**src/rtl/mips_ctrl_pkg.sv**
```systemverilog
// Shared encodings for the multicycle MIPS control path: FSM states, opcode/funct
// values, ALU op codes (also used by the ALU) and datapath mux selects.
package mips_ctrl_pkg;

    typedef enum logic [3:0] {
        S_INIT      = 4'd0,
        S_FETCH     = 4'd1,
        S_DECODE    = 4'd2,
        S_MEM_ADDR  = 4'd3,
        S_MEM_READ  = 4'd4,
        S_MEM_WB    = 4'd5,
        S_MEM_WRITE = 4'd6,
        S_R_EXEC    = 4'd7,
        S_R_WB      = 4'd8,
        S_BRANCH    = 4'd9,
        S_JUMP      = 4'd10,
        S_ADDI_EXEC = 4'd11,
        S_ADDI_WB   = 4'd12
    } state_t;

    localparam logic [5:0] OP_RTYPE = 6'h00;
    localparam logic [5:0] OP_J     = 6'h02;
    localparam logic [5:0] OP_BEQ   = 6'h04;
    localparam logic [5:0] OP_BNE   = 6'h05;
    localparam logic [5:0] OP_ADDI  = 6'h08;
    localparam logic [5:0] OP_LW    = 6'h23;
    localparam logic [5:0] OP_SW    = 6'h2B;

    localparam logic [5:0] FN_ADD = 6'h20;
    localparam logic [5:0] FN_SUB = 6'h22;
    localparam logic [5:0] FN_AND = 6'h24;
    localparam logic [5:0] FN_OR  = 6'h25;
    localparam logic [5:0] FN_NOR = 6'h27;
    localparam logic [5:0] FN_SLT = 6'h2A;

    localparam logic [3:0] ALU_AND = 4'd0;
    localparam logic [3:0] ALU_OR  = 4'd1;
    localparam logic [3:0] ALU_ADD = 4'd2;
    localparam logic [3:0] ALU_SUB = 4'd6;
    localparam logic [3:0] ALU_SLT = 4'd7;
    localparam logic [3:0] ALU_NOR = 4'd12;

    localparam logic [1:0] SRCB_B      = 2'd0;
    localparam logic [1:0] SRCB_FOUR   = 2'd1;
    localparam logic [1:0] SRCB_IMM    = 2'd2;
    localparam logic [1:0] SRCB_IMM_SH = 2'd3;

    localparam logic [1:0] PCS_ALU    = 2'd0;
    localparam logic [1:0] PCS_ALUOUT = 2'd1;
    localparam logic [1:0] PCS_JUMP   = 2'd2;

    typedef struct packed {
        logic       pc_write;
        logic       iord;
        logic       mem_ren;
        logic       mem_wen;
        logic       ir_write;
        logic       reg_dst;
        logic       mem_to_reg;
        logic       reg_write;
        logic       alu_src_a;
        logic [1:0] alu_src_b;
        logic [1:0] pc_source;
        logic [3:0] alu_op;
        logic       instr_done;
        logic       illegal;
    } ctrl_t;

endpackage

```
**src/rtl/multicycle_control_funct.sv**
```systemverilog
// R-type funct decoder: maps funct to an ALU op, flags unsupported codes
// (which fall back to ADD so the ALU still sees a defined op).
module alu_funct_decode
    import mips_ctrl_pkg::*;
#(
    parameter int OPW = 6
) (
    input  logic [OPW-1:0] funct,
    output logic [3:0]     alu_op,
    output logic           illegal
);

    always_comb begin
        alu_op  = ALU_ADD;
        illegal = 1'b0;
        case (funct)
            OPW'(FN_ADD): alu_op = ALU_ADD;
            OPW'(FN_SUB): alu_op = ALU_SUB;
            OPW'(FN_AND): alu_op = ALU_AND;
            OPW'(FN_OR):  alu_op = ALU_OR;
            OPW'(FN_NOR): alu_op = ALU_NOR;
            OPW'(FN_SLT): alu_op = ALU_SLT;
            default:      illegal = 1'b1;
        endcase
    end

endmodule

```
**src/rtl/multicycle_control.sv**
```systemverilog
// Multicycle MIPS control FSM. Outputs are registered from the next-state decode;
// only the branch pc_write (needs live zero) and the DECODE illegal-opcode pulse
// (IR is loaded on the FETCH->DECODE edge) are combinational.
module multicycle_control
    import mips_ctrl_pkg::*;
#(
    parameter int O   = 4,
    parameter int OPW = 6
) (
    input  logic           clock,
    input  logic           reset,
    input  logic [OPW-1:0] opcode,
    input  logic [OPW-1:0] funct,
    input  logic           zero,
    output logic           pc_write,
    output logic           iord,
    output logic           mem_ren,
    output logic           mem_wen,
    output logic           ir_write,
    output logic           reg_dst,
    output logic           mem_to_reg,
    output logic           reg_write,
    output logic           alu_src_a,
    output logic [1:0]     alu_src_b,
    output logic [1:0]     pc_source,
    output logic [O-1:0]   alu_op,
    output logic           instr_done,
    output logic           illegal
);

    state_t     state_q, state_d;
    ctrl_t      ctrl_q, ctrl_d;
    logic [3:0] fn_alu_op;
    logic       fn_illegal;
    logic       op_r, op_lw, op_sw, op_beq, op_bne, op_addi, op_j, op_legal;

    alu_funct_decode #(.OPW(OPW)) u_funct_decode (
        .funct   (funct),
        .alu_op  (fn_alu_op),
        .illegal (fn_illegal)
    );

    always_comb begin
        op_r     = (opcode == OPW'(OP_RTYPE));
        op_lw    = (opcode == OPW'(OP_LW));
        op_sw    = (opcode == OPW'(OP_SW));
        op_beq   = (opcode == OPW'(OP_BEQ));
        op_bne   = (opcode == OPW'(OP_BNE));
        op_addi  = (opcode == OPW'(OP_ADDI));
        op_j     = (opcode == OPW'(OP_J));
        op_legal = op_r | op_lw | op_sw | op_beq | op_bne | op_addi | op_j;
    end

    always_comb begin
        state_d = state_q;
        case (state_q)
            S_INIT:      state_d = S_FETCH;
            S_FETCH:     state_d = S_DECODE;
            S_DECODE: begin
                if (op_r)                state_d = S_R_EXEC;
                else if (op_lw || op_sw) state_d = S_MEM_ADDR;
                else if (op_beq || op_bne) state_d = S_BRANCH;
                else if (op_addi)        state_d = S_ADDI_EXEC;
                else if (op_j)           state_d = S_JUMP;
                else                     state_d = S_FETCH;
            end
            S_R_EXEC:    state_d = fn_illegal ? S_FETCH : S_R_WB;
            S_MEM_ADDR:  state_d = op_lw ? S_MEM_READ : S_MEM_WRITE;
            S_MEM_READ:  state_d = S_MEM_WB;
            S_ADDI_EXEC: state_d = S_ADDI_WB;
            default:     state_d = S_FETCH;
        endcase
    end

    // Control word for the state being entered; everything not set stays 0.
    always_comb begin
        ctrl_d = '0;
        case (state_d)
            S_FETCH: begin
                ctrl_d.mem_ren   = 1'b1;
                ctrl_d.ir_write  = 1'b1;
                ctrl_d.alu_src_b = SRCB_FOUR;
                ctrl_d.alu_op    = ALU_ADD;
                ctrl_d.pc_source = PCS_ALU;
                ctrl_d.pc_write  = 1'b1;
            end
            S_DECODE: begin
                ctrl_d.alu_src_b = SRCB_IMM_SH;
                ctrl_d.alu_op    = ALU_ADD;
            end
            S_R_EXEC: begin
                ctrl_d.alu_src_a  = 1'b1;
                ctrl_d.alu_src_b  = SRCB_B;
                ctrl_d.alu_op     = fn_alu_op;
                ctrl_d.illegal    = fn_illegal;
                ctrl_d.instr_done = fn_illegal;
            end
            S_R_WB: begin
                ctrl_d.reg_dst    = 1'b1;
                ctrl_d.reg_write  = 1'b1;
                ctrl_d.instr_done = 1'b1;
            end
            S_MEM_ADDR, S_ADDI_EXEC: begin
                ctrl_d.alu_src_a = 1'b1;
                ctrl_d.alu_src_b = SRCB_IMM;
                ctrl_d.alu_op    = ALU_ADD;
            end
            S_MEM_READ: begin
                ctrl_d.mem_ren = 1'b1;
                ctrl_d.iord    = 1'b1;
            end
            S_MEM_WB: begin
                ctrl_d.mem_to_reg = 1'b1;
                ctrl_d.reg_write  = 1'b1;
                ctrl_d.instr_done = 1'b1;
            end
            S_MEM_WRITE: begin
                ctrl_d.mem_wen    = 1'b1;
                ctrl_d.iord       = 1'b1;
                ctrl_d.instr_done = 1'b1;
            end
            S_BRANCH: begin
                ctrl_d.alu_src_a  = 1'b1;
                ctrl_d.alu_src_b  = SRCB_B;
                ctrl_d.alu_op     = ALU_SUB;
                ctrl_d.pc_source  = PCS_ALUOUT;
                ctrl_d.instr_done = 1'b1;
            end
            S_JUMP: begin
                ctrl_d.pc_source  = PCS_JUMP;
                ctrl_d.pc_write   = 1'b1;
                ctrl_d.instr_done = 1'b1;
            end
            S_ADDI_WB: begin
                ctrl_d.reg_write  = 1'b1;
                ctrl_d.instr_done = 1'b1;
            end
            default: ctrl_d = '0;
        endcase
    end

    always_ff @(posedge clock) begin
        if (!reset) begin
            state_q <= S_INIT;
            ctrl_q  <= '0;
        end else begin
            state_q <= state_d;
            ctrl_q  <= ctrl_d;
        end
    end

    assign pc_write   = ctrl_q.pc_write |
                        ((state_q == S_BRANCH) & (zero ^ op_bne));
    assign iord       = ctrl_q.iord;
    assign mem_ren    = ctrl_q.mem_ren;
    assign mem_wen    = ctrl_q.mem_wen;
    assign ir_write   = ctrl_q.ir_write;
    assign reg_dst    = ctrl_q.reg_dst;
    assign mem_to_reg = ctrl_q.mem_to_reg;
    assign reg_write  = ctrl_q.reg_write;
    assign alu_src_a  = ctrl_q.alu_src_a;
    assign alu_src_b  = ctrl_q.alu_src_b;
    assign pc_source  = ctrl_q.pc_source;
    assign alu_op     = O'(ctrl_q.alu_op);
    assign instr_done = ctrl_q.instr_done;
    assign illegal    = ctrl_q.illegal | ((state_q == S_DECODE) & ~op_legal);

endmodule

```
**config.mk**
```make
export PLATFORM = sky130hd
export DESIGN_NAME = multicycle_control
export DESIGN_NICKNAME = d
export VERILOG_FILES = /design/src/rtl/mips_ctrl_pkg.sv /design/src/rtl/multicycle_control_funct.sv /design/src/rtl/multicycle_control.sv
export SDC_FILE = /design/constraint.sdc
export NUM_CORES = 1
export LEC_CHECK = 0
export CORE_MARGIN = 5
export CORE_UTILIZATION = 49
export CTS_BUF_LIST = sky130_fd_sc_hd__clkbuf_8
export DETAILED_ROUTE_END_ITERATION = 10
export PLACE_DENSITY = 0.84
export SYNTH_ARGS = -nofsm -noshare
export SYNTH_HDL_FRONTEND = slang
export SYNTH_SLANG_ARGS = --single-unit
```
**constraint.sdc**
```tcl
create_clock -name clock -period 2.01 [get_ports clock]
set_input_delay 0.201 -clock clock [delete_from_list [all_inputs] [get_ports clock]]
set_output_delay 0.201 -clock clock [all_outputs]
set_load 0.03 [all_outputs]
```
==> results of run 1 <==
[what timing repair did]
action | in CTS | in global routing
hold buffers | 0 | 0
gates resized for setup | 2 | 2
gates cloned | 0 | 0
endpoints found under the setup margin | 2 | 7
pin swaps | 0 | 1
buffers inserted | 0 | 1
[routing by layer]
layer | global-route usage [%] | vias up
met3 | 4.97 | 4
met4 | 5.70 | 0
met5 | 0 | -
li1 | - | 611
met1 | 23.1 | 598
met2 | 34.3 | 50
[report_power, final]
group	internal [W]	total [W]	switching, W
Combinational	0.000136	0.000281	0.000146
Sequential	0.000475	0.000484	0.00000934
Clock	0.000136	0.000276	0.000139
[layout make-up]
type                            instances  share of cell area, %
Timing Repair Buffer                   62                   30.6
Tap cell                               30                   2.10
Clock inverter                          1                  0.210
Clock buffer                            3                   2.31
Sequential cell                        23                   25.8
Multi-Input combinational cell         95                   38.0
Inverter                                5                   1.05
[cell families (layout without fill, tap and decap cells)]
kind of cell | after synthesis | in the layout | synth area share (%)
DFF | 23 | 23 | 37.2
AOI/OAI and AO/OA | 31 | 31 | 21.1
muxes | 2 | 2 | 1.62
and+or+nand+nor | 61 | 61 | 30.4
buffers and inverters | 17 | 71 | 9.01
xor gates and xnor gates | 1 | 1 | 0.709
[through the flow]
stage / setup slack, ps / hold slack (ps)
final: 96.2 / 690
after global routing: -10.4 / 700
after CTS: 27.1 / 689
after detailed placement: -178 / 699
after global placement: -111 / 698
after floorplan: 252 / 318
[worst max-delay path, stage by stage]
cell and delay (ps):
clkdlybuf4s50_1 500, nor3b_2 250, nand3_1 120, xor2_1 160, o41ai_2 270, buf_4 210
[cell usage after synthesis, types with 3 or more instances]
cell       n
dfxtp_1   23
nor2_1    14
buf_4      8
nand2_1    6
inv_1      5
nand3_1    5
nor3_1     4
o21ai_0    4
a21oi_1    3
nand2b_1   3
nor3b_1    3
nor4_1     3
nor4b_1    3
[how the worst max path moves through the flow]
stage	to	slack, ps	cells past startpoint
after floorplan	pc_write	250	4
after global placement	illegal	-110	5
after detailed placement	illegal	-180	5
after CTS	pc_write	30	6
after global routing	mem_ren$_SDFF_PN0_	-10	6
final	pc_write	100	6
==> flow_summary_export.csv, run 1 <==
group,metric,value,unit
synth,yosysUniqueCellTypes,52,
timing,min_period_over_period,95.2,%
synth,synthTopCellsByArea,"dfxtp_1 (37%), buf_4 (4.9%), nor2_1 (4.3%), nor4b_1 (2.1%), nand3_1 (2.0%)",
timing,period_needed,1910,ps
timing,finalSetupViolCount,0,
timing,finClkSkew,1.88,ps
cells_and_area,n_antenna_cell,0,
synth,synth_ff_type,"dfxtp_1",
job,cap_violations,0,
clock_network,clock_latency,260,ps
floorplan,die_area,0.00363,mm2
setup_path,crit_fanout,3,
timing,rsz0062_at_grt,"yes",
synth,syn_area,0.00124,mm2
drt,met2WireLength,1690,um
setup_path,start_kind,"primary input",
clock_network,cts-root-buf,"clkbuf_8",
timing,fmax,523,MHz
drt,ant_nets,0,
synth,syn_avg_cell_area,9.16,um2
worst_hold_path,hp-start,"reset",
floorplan,initial_core_util,50.4,%
placement,hpwlAfterDp,2580,um
setup_path,critical_path_required,1810,ps
setup_path,critPathKind,"primary input to primary output",
floorplan,core,0.00245,mm2
grt,grt_use_total,19.5,%
power,fin_total_pwr,0.00104,W
grt,grt_pass1_vias,1231,
placement,gp_congestion,0.885,
drt,drc,0,
cells_and_area,stdcell_count,219,
drt,routed_wl,3250,um
placement,port_buffers,33,
timing,slew_viol_final,0,
timing,max_slew_margin,67.1,%
setup_path,r2r_cells,5,
floorplan,dieWidth,60.2,um
synth,ys_seq_elements,23,
setup_path,cp-end-kind,"primary output",
cells_and_area,area_growth,44.5,%
cells_and_area,final_nets,205,
synth,seq_area_frac_synth,37.2,%
grt,grt_antenna_before_repair,0,
setup_path,r2r_start,"state_q[3]$_SDFF_PN0_",
cells_and_area,multiInputGateArea,678,um2
cells_and_area,regArea,460,um2
clock_network,cts_num_sinks,23,
synth,syn_inst,135,
synth,netlist.area_leader.share,37.2,%
floorplan,ios,34,
drt,wl_per_cell,14.9,um
clock_network,clkTransAtPathRegs,80,ps
synth,synth_edf_count,0,
drt,drt-met1-wl,1340,um
timing,hold_viol,0,
synth,yosysWarnings,0,
cells_and_area,layout-drive-gt1-share,25.4,%
clock_network,clk_path_buf_depth,2,
setup_path,r2r-end,"instr_done$_SDFF_PN0_",
placement,place_area,0.00173,mm2
placement,dpl.cell_count,214,
setup_path,setup.worst_path.start,"opcode[2]",
setup_path,rrSetupSlack,180,ps
synth,yosysTopAreaCell,"dfxtp_1",
power,p_leak,0.748,nW
clock_network,cts_tree,"done",
synth,async_flop_share,0,%
grt,grt_pass1_wl,5360,um
cells_and_area,nFillCells,194,
clock_network,htreeDepth,1,
timing,setup_tns,0,ps
drt,wl_met3,206,um
drt,routed.top_layer,"met4",
power,vdd_drop_max,0.000592,V
drt,routed-via-count,1263,
drt,via_per_inst,5.77,
setup_path,cp.arrival,1710,ps
outcome,status,"complete, no violations",
floorplan,dieHeight,60.2,um
worst_hold_path,min_delay_path_depth,2,
synth,synth_nets,150,
grt,grt_max_degree,13,
timing,worst_pin_slew,490,ps
drt,drtPass1Iterations,4,
floorplan,row_count,18,
worst_hold_path,holdPathEnd,"alu_src_b[0]$_SDFF_PN0_",
cells_and_area,stdcell_area,0.00179,mm2
worst_hold_path,min_path_type,"primary input to flip-flop",
clock_network,cts_buffers,3,
cells_and_area,fin_util,72.8,%
cells_and_area,layout_common_cells,"clkdlybuf4s50_1 (30), buf_4 (30), dfxtp_1 (23)",
grt,grt_overflow_total,0,
drt,initialDrtViolationCount,38,
power,p_per_area,583,mW/mm2
(Power assumes the default switching activity.)
==> run 2: changes to the inputs <==
--- a/config.mk
+++ b/config.mk
@@ -5,11 +5,13 @@
 export SDC_FILE = /design/constraint.sdc
 export NUM_CORES = 1
 export LEC_CHECK = 0
+export CORE_ASPECT_RATIO = 0.5
 export CORE_MARGIN = 5
-export CORE_UTILIZATION = 49
+export CORE_UTILIZATION = 27
 export CTS_BUF_LIST = sky130_fd_sc_hd__clkbuf_8
 export DETAILED_ROUTE_END_ITERATION = 10
-export PLACE_DENSITY = 0.84
+export PLACE_DENSITY = 0.53
+export SKIP_CTS_REPAIR_TIMING = 1
 export SYNTH_ARGS = -nofsm -noshare
 export SYNTH_HDL_FRONTEND = slang
 export SYNTH_SLANG_ARGS = --single-unit
==> run 2 against run 1 <==
Non-clock buffer count shrank 5. Sequential share of layout area decreased by 0.34 points. Die area up 69%. Worst hold slack worse by 17 ps. Total power rose by 0.67%. Fmax barely moved. Sequential power hardly changed. Clock-buffer cell count unchanged. Routed wire length is 1.7% higher. Cell count increased by 10%. Setup slack about the same. Largest cell class unchanged.
==> flow_summary_export.csv, run 2 (same netlist as run 1, synthesis figures left out) <==
group,metric,value,unit
grt,grt_pass1_vias,1108,
power,p_per_area,579,mW/mm2
setup_path,crit_family,"buffers and inverters",
placement,gp_congestion,0.831,
floorplan,initial_core_util,28.1,%
grt,grt_antenna_before_repair,0,
grt,grt_max_degree,14,
clock_network,cts_tree,"done",
timing,min_period_over_period,95.2,%
floorplan,die_area,0.00611,mm2
setup_path,critical_path_required,1810,ps
floorplan,dieWidth,106,um
grt,use_met1,15.5,%
timing,finClkSkew,5.77,ps
setup_path,cp_slowest_cell,"clkdlybuf4s50_1",
timing,timing.hold.ws,673,ps
setup_path,cp-end-kind,"primary output",
cells_and_area,layout-drive-gt1-share,27.2,%
setup_path,slowest_delay,540,ps
clock_network,cts_num_sinks,23,
clock_network,clk_path_buf_depth,2,
power,p_leak,0.720,nW
grt,met2_usage,15.8,%
grt,grt_use_total,10.8,%
clock_network,cts-root-buf,"clkbuf_8",
job,cap_violations,0,
setup_path,critPathKind,"primary input to primary output",
floorplan,row_count,17,
timing,period_needed,1910,ps
outcome,status,"complete, no violations",
timing,finalSetupViolCount,0,
clock_network,clock_latency,260,ps
drt,routed-via-count,1182,
setup_path,start_kind,"primary input",
timing,max_slew_margin,61.9,%
placement,hpwlAfterDp,2670,um
timing,hold_viol,0,
power,fin_total_pwr,0.00105,W
floorplan,core,0.00440,mm2
placement,port_buffers,33,
drt,routed_wl,3310,um
floorplan,ios,34,
cells_and_area,layout_common_cells,"clkdlybuf4s50_1 (30), buf_4 (26), dfxtp_1 (23)",
drt,ant_nets,0,
clock_network,cts_buffers,3,
cells_and_area,area_growth,46.5,%
drt,wl_per_cell,13.7,um
clock_network,clkTransAtPathRegs,70,ps
setup_path,cp.arrival,1710,ps
grt,grt_pass1_wl,5370,um
power,vdd_drop_max,0.000282,V
timing,rsz0062_at_grt,"no",
drt,initialDrtViolationCount,104,
setup_path,crit_fanout,6,
clock_network,htreeDepth,1,
grt,grt.busiest_layer,"met2",
cells_and_area,n_antenna_cell,0,
setup_path,cp_cell_sequence,"clkdlybuf4s50_1 > nor3b_4 > nand3_2 > xor2_1 > o41ai_2 > buf_4",
timing,setup_tns,0,ps
cells_and_area,layout_commonest_cell,"clkdlybuf4s50_1",
cells_and_area,fin_util,41.1,%
cells_and_area,final_nets,200,
drt,drtPass1Iterations,4,
timing,fmax,522,MHz
drt,via_per_inst,4.90,
grt,grtUsageMet3,2.78,%
worst_hold_path,min_path_type,"primary input to flip-flop",
floorplan,dieHeight,57.8,um
timing,slew_viol_final,0,
drt,drc,0,
setup_path,path_buf_inv,2,
grt,grt_overflow_total,0,
timing,worst_pin_slew,568,ps
run 2: final timing paths:
check                        start               endpoint  slack, ps  cells after the start
max                      opcode[3]               pc_write        100                      6
min                      opcode[1]  state_q[2]$_SDFF_PN0_        670                      4
max reg2reg  state_q[3]$_SDFF_PN0_  instr_done$_SDFF_PN0_        130                      5
min reg2reg  state_q[2]$_SDFF_PN0_        iord$_SDFF_PN0_        700                      2
run 2: power breakdown:
group	internal [W]	switching (W)	leakage [nW]
sequential	0.000475	0.0000114	0.188
clock	0.000138	0.000145	0.0255
combinational	0.000133	0.000145	0.507
run 2: worst reg2reg max path, stage by stage, from the launching register on:
cell      delay, ps
dfxtp_1         430
or4_4           560
a21oi_2         230
o31a_4          220
nor2_2           90
a221oi_2        270
run 2: per-stage QoR:
step / cells / setup WS [ps] / cell area (um2)
final: 241 / 95.9 / 1810
after global routing: 241 / 11.5 / 1810
after CTS: 241 / -110 / 1770
after detailed placement: 237 / -169 / 1730
after global placement: 237 / -160 / 1730
after floorplan: 135 / 252 / 1240
run 2: layout make-up:
class	count	area, um2
Fill cell	453	2590
Multi-Input combinational cell	95	706
Timing Repair Buffer	57	508
Sequential cell	23	460
Tap cell	57	71.3
Clock buffer	3	41.3
Inverter	5	18.8
Clock inverter	1	5.00
run 2: per-layer routing:
layer	up-vias	part of all wire (%)
li1	602	-
met1	546	52
met2	30	42
met3	4	4.9
met4	0	1.2
met5	-	0
